## src/rtl/dualport_ram_bist.sv

```systemverilog
// BIST initiator for the dual-port RAM: three march write/read pairs with a
// one-stage read compare pipeline and first-failure capture.
module dualport_ram_bist #(
  parameter int                   RAM_WIDTH = 8,
  parameter int                   RAM_DEPTH = 16,
  parameter int                   ADDR_SIZE = 4,
  parameter logic [RAM_WIDTH-1:0] PATTERN   = 8'h55
) (
  input  logic                 clk,
  input  logic                 rst,
  input  logic                 start,
  output logic                 write,
  output logic                 read,
  output logic [ADDR_SIZE-1:0] wr_addr,
  output logic [ADDR_SIZE-1:0] rd_addr,
  output logic [RAM_WIDTH-1:0] data_in,
  input  logic [RAM_WIDTH-1:0] data_out,
  output logic                 busy,
  output logic                 done,
  output logic                 pass,
  output logic [ADDR_SIZE-1:0] fail_addr,
  output logic [RAM_WIDTH-1:0] fail_data
);

  // state | meaning
  // IDLE  | waiting for start, results held
  // W0/R0 | write/read PATTERN, ascending
  // W1/R1 | write/read ~PATTERN, descending
  // WA/RA | write/read address-as-data, ascending
  // FIN   | last RA compare, then done pulse
  typedef enum logic [2:0] {IDLE, W0, R0, W1, R1, WA, RA, FIN} state_t;

  localparam logic [ADDR_SIZE-1:0] LAST = ADDR_SIZE'(RAM_DEPTH - 1);

  state_t               state, state_nxt;
  logic [ADDR_SIZE-1:0] cnt, cnt_nxt;

  logic                 write_nxt, read_nxt, busy_nxt, done_nxt, pass_nxt;
  logic [ADDR_SIZE-1:0] wr_addr_nxt, rd_addr_nxt, fail_addr_nxt;
  logic [RAM_WIDTH-1:0] data_in_nxt, fail_data_nxt;
  logic                 fail_flag, fail_flag_nxt;

  logic                 chk_valid;
  logic [ADDR_SIZE-1:0] chk_addr;
  logic [RAM_WIDTH-1:0] chk_exp, exp_cur;
  logic                 mismatch, capture;

  // Expected value of the read being issued this cycle; it travels with the read.
  always_comb begin
    exp_cur = RAM_WIDTH'(rd_addr);
    if (state == R0)      exp_cur = PATTERN;
    else if (state == R1) exp_cur = ~PATTERN;
  end

  assign mismatch = chk_valid && (data_out != chk_exp);
  assign capture  = mismatch && !fail_flag;

  always_comb begin
    state_nxt     = state;
    cnt_nxt       = cnt;
    busy_nxt      = busy;
    done_nxt      = 1'b0;
    pass_nxt      = pass;
    fail_flag_nxt = fail_flag | mismatch;
    fail_addr_nxt = capture ? chk_addr : fail_addr;
    fail_data_nxt = capture ? data_out : fail_data;
    case (state)
      IDLE: begin
        if (start) begin
          state_nxt     = W0;
          cnt_nxt       = '0;
          busy_nxt      = 1'b1;
          pass_nxt      = 1'b0;
          fail_flag_nxt = 1'b0;
          fail_addr_nxt = '0;
          fail_data_nxt = '0;
        end
      end
      FIN: begin
        state_nxt = IDLE;
        done_nxt  = 1'b1;
        busy_nxt  = 1'b0;
        pass_nxt  = ~(fail_flag | mismatch);
      end
      default: begin
        if (cnt == LAST) begin
          state_nxt = state_t'(state + 3'd1);
          cnt_nxt   = '0;
        end else begin
          cnt_nxt = cnt + 1'b1;
        end
      end
    endcase
  end

  // RAM bus for the cycle we are entering, so every output is a plain register.
  always_comb begin
    write_nxt   = 1'b0;
    read_nxt    = 1'b0;
    wr_addr_nxt = '0;
    rd_addr_nxt = '0;
    data_in_nxt = '0;
    case (state_nxt)
      W0: begin
        write_nxt   = 1'b1;
        wr_addr_nxt = cnt_nxt;
        data_in_nxt = PATTERN;
      end
      R0: begin
        read_nxt    = 1'b1;
        rd_addr_nxt = cnt_nxt;
      end
      W1: begin
        write_nxt   = 1'b1;
        wr_addr_nxt = LAST - cnt_nxt;
        data_in_nxt = ~PATTERN;
      end
      R1: begin
        read_nxt    = 1'b1;
        rd_addr_nxt = LAST - cnt_nxt;
      end
      WA: begin
        write_nxt   = 1'b1;
        wr_addr_nxt = cnt_nxt;
        data_in_nxt = RAM_WIDTH'(cnt_nxt);
      end
      RA: begin
        read_nxt    = 1'b1;
        rd_addr_nxt = cnt_nxt;
      end
      default: ;
    endcase
  end

  always_ff @(posedge clk or negedge rst) begin
    if (!rst) begin
      state <= IDLE;
      cnt   <= '0;
    end else begin
      state <= state_nxt;
      cnt   <= cnt_nxt;
    end
  end

  always_ff @(posedge clk or negedge rst) begin
    if (!rst) begin
      write     <= 1'b0;
      read      <= 1'b0;
      wr_addr   <= '0;
      rd_addr   <= '0;
      data_in   <= '0;
      busy      <= 1'b0;
      done      <= 1'b0;
      pass      <= 1'b0;
      fail_addr <= '0;
      fail_data <= '0;
      fail_flag <= 1'b0;
      chk_valid <= 1'b0;
      chk_addr  <= '0;
      chk_exp   <= '0;
    end else begin
      write     <= write_nxt;
      read      <= read_nxt;
      wr_addr   <= wr_addr_nxt;
      rd_addr   <= rd_addr_nxt;
      data_in   <= data_in_nxt;
      busy      <= busy_nxt;
      done      <= done_nxt;
      pass      <= pass_nxt;
      fail_addr <= fail_addr_nxt;
      fail_data <= fail_data_nxt;
      fail_flag <= fail_flag_nxt;
      chk_valid <= read;
      chk_addr  <= rd_addr;
      chk_exp   <= exp_cur;
    end
  end

endmodule

```

## config.mk

```make
export PLATFORM = sky130hd
export DESIGN_NAME = dualport_ram_bist
export DESIGN_NICKNAME = d
export VERILOG_FILES = /design/src/rtl/dualport_ram_bist.sv
export SDC_FILE = /design/constraint.sdc
export NUM_CORES = 1
export LEC_CHECK = 0
export BUFFER_PORTS_ARGS = -buffer_cell sky130_fd_sc_hd__buf_2
export CORE_UTILIZATION = 53
export CTS_CLUSTER_DIAMETER = 200
export CTS_CLUSTER_SIZE = 20
export DETAILED_ROUTE_END_ITERATION = 12
export PLACE_DENSITY_LB_ADDON = 0.25
export SYNTH_ARGS = -nofsm -noshare
export SYNTH_HDL_FRONTEND = slang
export SYNTH_SLANG_ARGS = --single-unit
```

## constraint.sdc

```tcl
create_clock -name clk -period 2.7 [get_ports clk]
set_input_delay 0.135 -clock clk [delete_from_list [all_inputs] [get_ports clk]]
set_output_delay 0.135 -clock clk [all_outputs]
set_load 0.02 [all_outputs]
```

==> impl_results.md <==
- Clk sink count: 50
- DRC violations left: 0
- Pre-CTS setup slack: approximately 0.4 ns
- Initial antenna violation count: 0
- Die Wd: about 65 um
- Post-CTS sizing: 0
- Post-DP HPWL: approximately 2800 um
- Clk_skew: about 0.0097 ns
- Terminus of the critical flop-to-flop path: wr_addr[0]$_DFF_PN0_
- Final count of pins violating max slew: 0
- Largest net degree at the start of global routing: 51
- RR Startpoint: state[0]$_DFF_PN0_
- H-tree depth: 2
- Drt first pass iters: 4
- CP Max Fanout: 15
- Total CTS buffers: 5
- Syn_nets: 201
- Leading area contributor after synthesis: dfrtp_1
- NumNets Final: about 240
- Ant. Diodes: 0
- Pwr Total: between 2 and 3 mW
- Largest cells by area after synthesis: dfrtp_1 59%, mux2i_1 6.6%, nor2_1 3.9%
- Fmax: ~430 MHz
- Top delay family on crit path: compound AO/OA/AOI/OAI gates
- Drt total wl: between 3000 and 4000 um
- Total GRT Usage: about 20%
- WL/cell: between 10 and 15 um
- Post-Syn Area: between 2000 and 2500 um^2
- Most frequent cells in the layout: 50 x dfrtp_1, 43 x buf_2, 22 x nor2_1, 14 x mux2i_1, 13 x a21oi_1
- Post-route setup slack: around 0.38 ns
- Core Footprint: about 3700 um^2
- Power density over cell area: approximately 1100 nW/um^2
- Post-CTS Hold Buffers: 0
- Cell area after layout: roughly 2400 um^2
- DRT iter0 DRCs: 25
- Area of the multi-input gates: around 760 um^2
- Fin cells: 276
- # port buffers: 43
- Final setup vio count: 0
- Clock-pin slew on the worst setup and hold paths: about 0.08 ns
- Crit start category: flip-flop
- Worst Max-Slew Pin Slew: about 1.1 ns
- Worst path cell trace: inv_1, ha_1, or3b_1, o21ai_1, a32oi_2, inv_2, and3_1, o21a_1
- DR vias: approximately 1500
- R2R setup slack: around 0.38 ns
- CP bufs+invs: 2
- Most common cell after layout, fill and taps aside: dfrtp_1
- Fin util: 65.3%
- Final min period: 2.32 ns
- Maximum vdd drop: around 0.0006 V
- Register area share after synthesis: 59.3%
- Reg area: about 1300 um^2
- First-pass GRT wire length: roughly 6400 um
- CP endpoint: wr_addr[0]$_DFF_PN0_
- Yosys top cell area share: around three fifths
- CP startpoint: state[0]$_DFF_PN0_
- Hold_ws: 0.0172 ns
- Initial Util: a little under three fifths
- Clock latency at the later pin of the worst-skew pair: ~0.30 ns
- Ys Warns: 0
- Share of cells above drive strength 1: between 20% and 30%
- Worst min-delay path class: in -> async
- Setup TNS: 0 ns
- Final hold viol count: 0
- Cell row count: 22
- Leakage: 1.39 nW
- Worst EP required: 2.89 ns
- WP depth: 8
- CTS root buf: clkbuf_8
- CTS tree: done
- Total grt overflow: 0
- Placed cell area: 2340 um^2
- Fillers: 317
- Die height: around 65 um
- Arrival time of the worst setup path: between 2 and 3 ns
- CP max-delay cell: a32oi_2
- Rel. slew slack: about 30%
- Avg Inst Size Synth: 11.4 um^2
- Setup crit end kind: flip-flop
- Antenna viol nets, final: 0
- Flip-flop and latch count after synthesis: 50
- R2r worst-path depth: 8
- Netlist cell types: 37
- RSZ-0062 raised after global routing: no
- Post-CTS Setup Bufs: 0
- RD Place Congestion: a little over 0.8
- WS Path Type: reg -> reg
- Crit path largest cell delay: 0.55 ns
- Die ar.: between 4000 and 5000 um^2
- Top Ports: 44
- Max Cap Violations: 0
- Vias in the first global route: 1431
- Detail-routed via count per cell: roughly 5.5
- Placed cells: roughly 270
- Clk buf depth: 2
- Synth Instances: approximately 190
- Status: finished clean
- Area Growth Syn to Fin: 15.9%
- Period Utilization, post-route: 85.8%
-- layer usage --
layer  track usage, %  vias to the layer above  wire (um)
li1                 -                      716          -
met1             24.6                      739       1600
met2             33.7                       40       1930
met3             6.69                       11        178
met4             7.34                        0         77
met5                0                        -          0
-- cell type report --
type | count | share of cell area (%)
Clock buffer | 7 | 3.94
Clock inverter | 1 | 0.358
Timing Repair Buffer | 44 | 9.11
Inverter | 11 | 1.69
Sequential cell | 50 | 51.2
Tap cell | 48 | 2.46
Multi-Input combinational cell | 115 | 31.2
-- kinds of logic (layout without fill, tap and decap cells) --
group           Yosys count  after routing  share of synthesized area [%]
mux                      15             15                           7.18
simple gates             55             55                           12.5
buf+inv                  20             63                           4.45
xor+xnor                  5              5                           2.08
compound gates           35             35                           11.5
fa+ha+maj                 5              5                           2.97
flops                    50             50                           59.3
-- worst reg2reg max path: stages (launching register included) --
cell	delay, ns
dfrtp_1	0.40
inv_1	0.10
ha_1	0.26
or3b_1	0.27
o21ai_1	0.11
a32oi_2	0.55
inv_2	0.15
and3_1	0.22
o21a_1	0.16
-- worst min-delay path by stage --
stage	start	to	slack [ns]	cells after the start
final	rst	fail_data[5]$_DFF_PN0_	0.02	1
after global placement	rst	fail_data[7]$_DFF_PN0_	0.36	1
after floorplan	rst	busy$_DFFE_PN0P_	-0.16	0
after detailed placement	rst	fail_data[7]$_DFF_PN0_	0.39	1
after CTS	rst	fail_data[3]$_DFF_PN0_	0.05	1
after global routing	rst	fail_data[5]$_DFF_PN0_	0.10	1
-- state kept, by name, summed over array words and instances, names as in the netlist, 3 cells and up --
signal,flops
chk_exp,6
cnt,4
fail_addr,4
state,3
fail_data,8
rd_addr,4
data_in,6
wr_addr,4
chk_addr,4
-- where the power goes --
part	internal [mW]	switching (mW)
Combinational	0.379	0.681
Clock	0.235	0.232
Sequential	0.979	0.122
Total	1.59	1.04
-- cell usage after synthesis --
library cell	number
buf_2	3
o221ai_1	1
nand3_1	5
buf_4	4
o22ai_1	2
clkbuf_1	2
nor3_1	4
o21ai_1	2
o221ai_2	1
o21ai_0	2
o21a_1	2
mux2i_1	14
dfrtp_1	50
nor2b_1	4
and2_1	1
a21o_1	2
a22o_1	1
nand2_1	7
nand2b_1	3
and3_1	5
nor2_1	22
a21oi_1	13
inv_2	2
o211a_1	1
a32oi_2	1
inv_1	9
ha_1	5
a211oi_1	3
o211ai_1	1
a211o_1	1
a32o_1	1
mux2_2	1
or3_1	2
nand4_1	1
xnor2_1	5
or3b_1	1
a22oi_1	1
Power figures use the tool's default switching activity.
